===== src/rtl/spi_xfer_ctrl.sv =====
// SPI byte-transfer sequencer (CPHA=0, programmable SCK half-period) driven by ctrl-code commands.
// Optional LSB-first wire order when SPI_XFER_LSBF_EN is defined (adds CFG_LSBF input).
module spi_xfer_ctrl #(
  parameter int DIV_W = 4,
  parameter int NSS   = 2
) (
  input  logic             CLK,
  input  logic             nRESET,
  input  logic             CMD_VALID,
  input  logic [1:0]       CMD_OP,
  input  logic [7:0]       CMD_DATA,
  output logic             CMD_READY,
  input  logic [DIV_W-1:0] CFG_DIV,
  input  logic             CFG_CPOL,
`ifdef SPI_XFER_LSBF_EN
  input  logic             CFG_LSBF,
`endif
  input  logic             MISO,
  output logic             MOSI,
  output logic             SCK,
  output logic [NSS-1:0]   nSS,
  output logic [7:0]       RX_DATA,
  output logic             BUSY,
  output logic             DONE,
  output logic             OVR
);

  typedef enum logic [2:0] {IDLE, SETUP, LEAD, TRAIL, FIN} state_t;

  localparam logic [1:0] OP_XFER = 2'b01;
  localparam logic [1:0] OP_SEL  = 2'b10;
  localparam logic [1:0] OP_DSEL = 2'b11;

  state_t           state, nxt;
  logic [7:0]       tx_q, rx_q;
  logic [DIV_W-1:0] div_q, half_q;
  logic [2:0]       bit_q;
  logic             cpol_q, lsbf_q, lsbf_in;
  logic             half_zero, bit_zero;

`ifdef SPI_XFER_LSBF_EN
  assign lsbf_in = CFG_LSBF;
`else
  assign lsbf_in = 1'b0;
`endif

  assign half_zero = (half_q == '0);
  assign bit_zero  = (bit_q == 3'd0);

  always_ff @(posedge CLK) begin
    if (!nRESET) state <= IDLE;
    else         state <= nxt;
  end

  always_comb begin
    nxt       = state;
    CMD_READY = 1'b0;
    BUSY      = 1'b1;
    DONE      = 1'b0;
    case (state)
      IDLE: begin
        CMD_READY = 1'b1;
        BUSY      = 1'b0;
        if (CMD_VALID && CMD_OP == OP_XFER) nxt = SETUP;
      end
      SETUP: nxt = LEAD;
      LEAD:  if (half_zero) nxt = TRAIL;
      TRAIL: if (half_zero) nxt = bit_zero ? FIN : LEAD;
      FIN: begin
        DONE = 1'b1;
        nxt  = IDLE;
      end
      default: nxt = IDLE;
    endcase
  end

  // TX and RX use separate shifters so the unsent TX bits are never overwritten by MISO samples.
  always_ff @(posedge CLK) begin
    if (!nRESET) begin
      SCK     <= 1'b0;
      MOSI    <= 1'b0;
      nSS     <= '1;
      RX_DATA <= 8'h00;
      OVR     <= 1'b0;
      tx_q    <= 8'h00;
      rx_q    <= 8'h00;
      div_q   <= '0;
      half_q  <= '0;
      bit_q   <= 3'd0;
      cpol_q  <= 1'b0;
      lsbf_q  <= 1'b0;
    end else begin
      if (CMD_VALID && !CMD_READY) OVR <= 1'b1;
      else if (CMD_VALID)          OVR <= 1'b0;

      case (state)
        IDLE: begin
          SCK <= CFG_CPOL;
          if (CMD_VALID) begin
            case (CMD_OP)
              OP_SEL:  nSS <= CMD_DATA[NSS-1:0];
              OP_DSEL: nSS <= '1;
              OP_XFER: begin
                tx_q   <= CMD_DATA;
                div_q  <= CFG_DIV;
                cpol_q <= CFG_CPOL;
                lsbf_q <= lsbf_in;
              end
              default: ;
            endcase
          end
        end
        SETUP: begin
          MOSI   <= lsbf_q ? tx_q[0] : tx_q[7];
          SCK    <= cpol_q;
          bit_q  <= 3'd7;
          half_q <= div_q;
        end
        LEAD: begin
          if (half_zero) begin
            SCK    <= ~cpol_q;
            rx_q   <= lsbf_q ? {MISO, rx_q[7:1]} : {rx_q[6:0], MISO};
            half_q <= div_q;
          end else begin
            half_q <= half_q - 1'b1;
          end
        end
        TRAIL: begin
          if (half_zero) begin
            SCK    <= cpol_q;
            half_q <= div_q;
            if (!bit_zero) begin
              tx_q  <= lsbf_q ? {1'b0, tx_q[7:1]} : {tx_q[6:0], 1'b0};
              MOSI  <= lsbf_q ? tx_q[1] : tx_q[6];
              bit_q <= bit_q - 1'b1;
            end
          end else begin
            half_q <= half_q - 1'b1;
          end
        end
        FIN:     RX_DATA <= rx_q;
        default: ;
      endcase
    end
  end

endmodule


===== config.mk =====
export PLATFORM = sky130hd
export DESIGN_NAME = spi_xfer_ctrl
export DESIGN_NICKNAME = d
export VERILOG_FILES = /design/src/rtl/spi_xfer_ctrl.sv
export SDC_FILE = /design/constraint.sdc
export NUM_CORES = 1
export LEC_CHECK = 0
export CORE_MARGIN = 5
export CORE_UTILIZATION = 56
export DETAILED_ROUTE_END_ITERATION = 12
export GPL_TIMING_DRIVEN = 1
export MAX_ROUTING_LAYER = met4
export PLACE_DENSITY_LB_ADDON = 0.1
export RECOVER_POWER = 100
export SYNTH_ARGS = -nofsm -noshare
export SYNTH_HDL_FRONTEND = slang
export SYNTH_SLANG_ARGS = --single-unit

===== constraint.sdc =====
create_clock -name CLK -period 5.5 [get_ports CLK]
set_clock_uncertainty 0.05 [all_clocks]
set_input_delay 0.825 -clock CLK [delete_from_list [all_inputs] [get_ports CLK]]
set_output_delay 0.825 -clock CLK [all_outputs]
set_load 0.005 [all_outputs]

After elaboration in Yosys (flattened, before gate mapping)
Index checks and enable logic that the tools add are counted.
{ "classes": {"n_mux": 27, "addsub": 2, "n_eq_ne": 13, "reduce_logical": 20, "n_bitwise": 1} }
{ "op_table": {"columns": ["operator", "count"], "rows": [
  ["$mux 8", 4],
  ["$mux 3", 6],
  ["$pmux 8 s2", 1],
  ["$reduce_and 3->1", 5],
  ["$ne 2x2->1 const B", 6],
  ["$pmux 3 s4", 1],
  ["$reduce_bool 2->1", 5],
  ["$mux 1", 9],
  ["$pmux 4 s2", 1],
  ["$eq 3x2->1 const B", 2],
  ["$logic_not 3->1", 2],
  ["$pmux 3 s2", 1],
  ["$reduce_and 5->1", 1],
  ["$eq 2x2->1 const B", 2],
  ["$logic_not 4->1", 1],
  ["$mux 4", 1],
  ["$pmux 1 s4", 1],
  ["$pmux 2 s2", 1],
  ["$reduce_bool 4->1", 1],
  ["$sub 4x1->4 const B", 1],
  ["$eq 3x1->1 const B", 1],
  ["$eq 3x3->1 const B", 1],
  ["$sub 3x1->3 const B", 1],
  ["$eq 2x1->1 const B", 1],
  ["6 further kinds", 7]
]} }
{ "totals": {"elab_cells": 75, "reg_bits": 44, "in_bits": 19, "out_inout_bits": 16} }

Longest topological paths before layout
{ "depth": {"ltp_word": 5, "ltp_mapped": 7, "mapped_depth_nobuf": 6} }

Least setup slack after synthesis
No wires, ideal clock.
{ "synth_path": {"kind": "reg2out", "from": "register state[1]", "to": "output DONE", "t_arrival_ns": 1.093, "slack_ns": 3.532, "stages_incl_launch_ff": 5, "cell_sequence": "dfxtp_1 -> buf_2 -> nor2_1 -> nand2_1 -> clkinv_1"} }
{ "synth_between": {"elab_chain_cells": 2} }
{ "synth_lines": {"columns": ["element", "line", "source"], "rows": [
  ["start, declared", "34", "state_t state, nxt;"],
  ["start signal, assigned", "52", "else state <= nxt;"],
  ["$eq 3x3->1", "60", "case (state)"],
  ["$mux 1", "60", null],
  ["end, declared", "24", "output logic DONE,"]
]} }
No other way between the ends.

Final worst setup path
Same ends and word-level chain as after synthesis.

==> Flow_metrics.wiki <==
{| class="wikitable"
! Metric !! Value
|-
| Post-Route Hold Slack || 0.4097 ns
|-
| Die Span X || between 60 and 70 µm
|-
| Area of all placed cells without fillers || 2349 µm²
|-
| Kind of start point of the critical path || flop
|-
| Worst slew margin relative to its limit || 39.01%
|-
| CTS root buffer || sky130_fd_sc_hd__clkbuf_4
|-
| Bufs on Longest Clock Path || 2
|-
| Shortest clock period the worst path allows after layout || approximately 3.5 ns
|-
| Final setup violation count || 0
|-
| Layout Nets || ~280
|-
| Fraction of layout instances using a drive strength above 1 || 4.706%
|-
| Drt total wl || 4.010 mm
|-
| Layout filler cell count || 280
|-
| Total of buffers placed on input and output ports || 34
|-
| Antenna cell count || 0
|-
| Die Outline Area || slightly below 5000 µm²
|-
| Number of vias after detailed routing || roughly 1,700
|-
| Number of routed nets with antenna violations || 0
|-
| Number of CTS-inserted buffers || 5
|-
| Synth-to-Final Area Change || 18.50%
|-
| Fin. max-slew vios || 0
|-
| Yosys synthesis warning count || 0
|-
| Chip Height || 69.49 µm
|-
| Reported max-cap violation count || 0
|-
| Number of synthesized register bits || 44
|-
| Dpl hpwl || between 2 and 3 mm
|-
| Final design utilization || 69.29%
|-
| Most common cell in the netlist || sky130_fd_sc_hd__dfxtp_1
|-
| Crit Path Class || reg2out
|-
| Number of instances resized during post-cts repair || 0
|-
| Maximum fanout along the worst path || 23
|-
| Worst endpoint required time || about 4.6 ns
|-
| Setup crit end kind || primary output
|-
| Main flop type after synthesis || sky130_fd_sc_hd__dfxtp_1
|-
| Global-route total usage across every layer || 17.54%
|-
| Mapped Cells || 226
|-
| Setup total negative slack || 0 ns
|-
| Distinct cell type count after synthesis || 44
|-
| Number of clock sinks || 44
|-
| Clock transition at the register clock pins on the worst setup and hold paths after CTS || ~0.12 ns
|-
| Maximum level of the CTS H-tree || 2
|-
| Number of hold violations in the final report || 0
|-
| Hold/Removal Path Class || reg2reg
|-
| Clock tree from TritonCTS || done
|-
| Area share of the largest cell type after synthesis || between 40% and 50%
|-
| Sequential share of the synthesized area || 44.44%
|-
| Worst voltage drop across the vdd grid || 185.9 µV
|-
| Transition time at the pin with the least slew margin || about 0.9 ns
|-
| Number of violations reported at the end of detailed-routing iteration 0 || approximately 140
|-
| Latest clock arrival within the worst-skew pair || around 0.35 ns
|-
| Placer Congestion || ~0.86
|-
| Synth Area per Inst || approximately 8.8 µm²
|-
| Synth Net Count || between 200 and 250
|-
| RSZ-0062 raised after global routing || false
|-
| Largest net degree at the start of global routing || 31
|-
| Data arrival time of the worst path || about 2.6 ns
|-
| Vias per std cell || around 5.6
|-
| Static leakage || a little under 0.001 µW
|-
| WL per Instance || ~13 µm
|-
| Row Count || 21
|-
| Post-CTS Setup Bufs || 0
|-
| Initial antenna violation count || 0
|-
| Yosys top cell by area || sky130_fd_sc_hd__dfxtp_1
|-
| Vias in the first global route || about 1,600
|-
| Post-place instance area || 2312 µm²
|-
| Commonest cells in the netlist || sky130_fd_sc_hd__dfxtp_1 (44), sky130_fd_sc_hd__nand2_1 (33), sky130_fd_sc_hd__nor2_1 (21), sky130_fd_sc_hd__a21oi_1 (16), sky130_fd_sc_hd__mux2i_1 (13)
|-
| Share of flip-flops with an asynchronous set or reset || 0%
|-
| First-pass detailed-route iteration total || 4
|-
| Total power divided by cell area || 303.8 nW/µm²
|-
| Highest attainable clock frequency || 289.3 MHz
|-
| Final non-filler cell total || around 300
|-
| Syn Std Cell Area || just under 2000 µm²
|-
| Global route total overflow || 0
|-
| Detailed-route DRC error count || 0
|-
| Number of flops mapped to enable cells by yosys || 0
|-
| Biggest area contributors in the synthesized netlist || sky130_fd_sc_hd__dfxtp_1 (44%), sky130_fd_sc_hd__mux2i_1 (6.6%), sky130_fd_sc_hd__nand2_1 (6.3%), sky130_fd_sc_hd__a21oi_1 (4.0%), sky130_fd_sc_hd__nor2_1 (4.0%)
|-
| Count of hold buffers inserted by post-cts repair || 0
|-
| Area of the core || ~3400 µm²
|-
| Global-route wire length before repair || 6.851 mm
|-
| Outcome || completed
|-
| Ratio of final minimum period to clock period || around 63%
|-
| Initial cell density of the core || between 50% and 60%
|-
| Placed Cells incl. Taps || a little under 300
|-
| Number of ports placed on the die boundary || 35
|}
-- area by class of cell --
cell class / instances / area, µm² / share of cell area [%]
clock buffer: 6 / 51.30 / 2.184
clock inverter: 2 / 10.01 / 0.4262
inverter: 9 / 33.78 / 1.438
multi-input combinational: 160 / 974.7 / 41.50
sequential: 44 / 880.8 / 37.51
tap: 46 / 57.56 / 2.451
timing repair buffer: 34 / 340.3 / 14.49
-- worst max-delay path, cell delays in order (launching register included) --
cell	delay, ns
sky130_fd_sc_hd__dfxtp_1	0.78
sky130_fd_sc_hd__nor2_1	0.22
sky130_fd_sc_hd__nand2_1	0.31
sky130_fd_sc_hd__clkinv_1	0.27
sky130_fd_sc_hd__dlygate4sd3_1	0.65
-- registers in the layout, indices dropped and copies added, names as in the netlist --
name / cells
OVR: 1
half_q: 4
cpol_q: 1
tx_q: 8
bit_q: 3
nSS: 2
state: 3
rx_q: 8
SCK: 1
RX_DATA: 8
MOSI: 1
div_q: 4
-- through the flow --
stage	total power (µW)	setup slack, ns
2_1_floorplan	515.5	3.532
3_3_place_gp	568.4	2.567
3_5_place_dp	571.4	2.494
4_1_cts	729.4	2.110
5_1_grt	761.4	1.806
6_report	713.5	2.044
-- report_power, final --
| group | leakage, µW | internal [µW] | switching (µW) | total, µW |
|---|---|---|---|---|
| combinational | 0.000585 | 81.8 | 102 | 184 |
| sequential | 0.000357 | 343 | 26.2 | 369 |
| clock | 0.0000380 | 60.9 | 99.4 | 160 |
| total | 0.000980 | 485 | 228 | 713 |
-- kinds of logic (layout without fill, tap and decap cells) --
family	after synthesis	count (layout)	share of synthesized area, %
adders and majority gates	3	3	1.894
buffers and inverters	22	51	5.113
and+or+nand+nor	94	94	23.99
AOI/OAI and AO/OA	50	50	17.99
DFF	44	44	44.44
muxes	13	13	6.565
-- final timing paths --
kind | start | endpoint | slack [ns] | cells after the start
max | state[1] | DONE | 2.04 | 4
min | rx_q[7] | RX_DATA[7] | 0.41 | 2
max reg2reg | state[1] | tx_q[0] | 2.63 | 5
min reg2reg | rx_q[7] | RX_DATA[7] | 0.41 | 2
-- layout by cell type, fill, tap and decap left out, types with 2 or more instances in the layout --
cell                              Yosys  final
sky130_fd_sc_hd__clkbuf_4             0      5
sky130_fd_sc_hd__dfxtp_1             44     44
sky130_fd_sc_hd__mux2i_1             13     13
sky130_fd_sc_hd__inv_1                8      8
sky130_fd_sc_hd__o211a_1              7      7
sky130_fd_sc_hd__a211oi_1             3      3
sky130_fd_sc_hd__dlygate4sd3_1        0     16
sky130_fd_sc_hd__clkinv_2             0      2
sky130_fd_sc_hd__a21oi_1             16     16
sky130_fd_sc_hd__a31oi_1              3      3
sky130_fd_sc_hd__nand3b_1             2      2
sky130_fd_sc_hd__nand2_1             33     33
sky130_fd_sc_hd__nand4b_1             7      7
sky130_fd_sc_hd__o22ai_1              1      2
sky130_fd_sc_hd__nor3_1               6      7
sky130_fd_sc_hd__a221oi_1             2      2
sky130_fd_sc_hd__nor2_1              21     21
sky130_fd_sc_hd__nor4_1               3      3
sky130_fd_sc_hd__nand2b_1             3      3
sky130_fd_sc_hd__clkdlybuf4s50_1      0     18
sky130_fd_sc_hd__o21ai_0              6      7
sky130_fd_sc_hd__ha_1                 3      3
sky130_fd_sc_hd__nor2b_1              4      4
sky130_fd_sc_hd__nand3_1              9      9
-- routing by layer --
layer / share of wire [%] / wire (µm) / track usage (%) / up-vias
li1: - / - / - / 866
met1: 49 / 1969 / 23.37 / 765
met2: 44 / 1782 / 26.38 / 42
met3: 5.4 / 218 / 3.768 / 7
met4: 1.0 / 40 / 5.857 / 0
met5: 0 / 0 / - / -
Power figures use the tool's default switching activity.
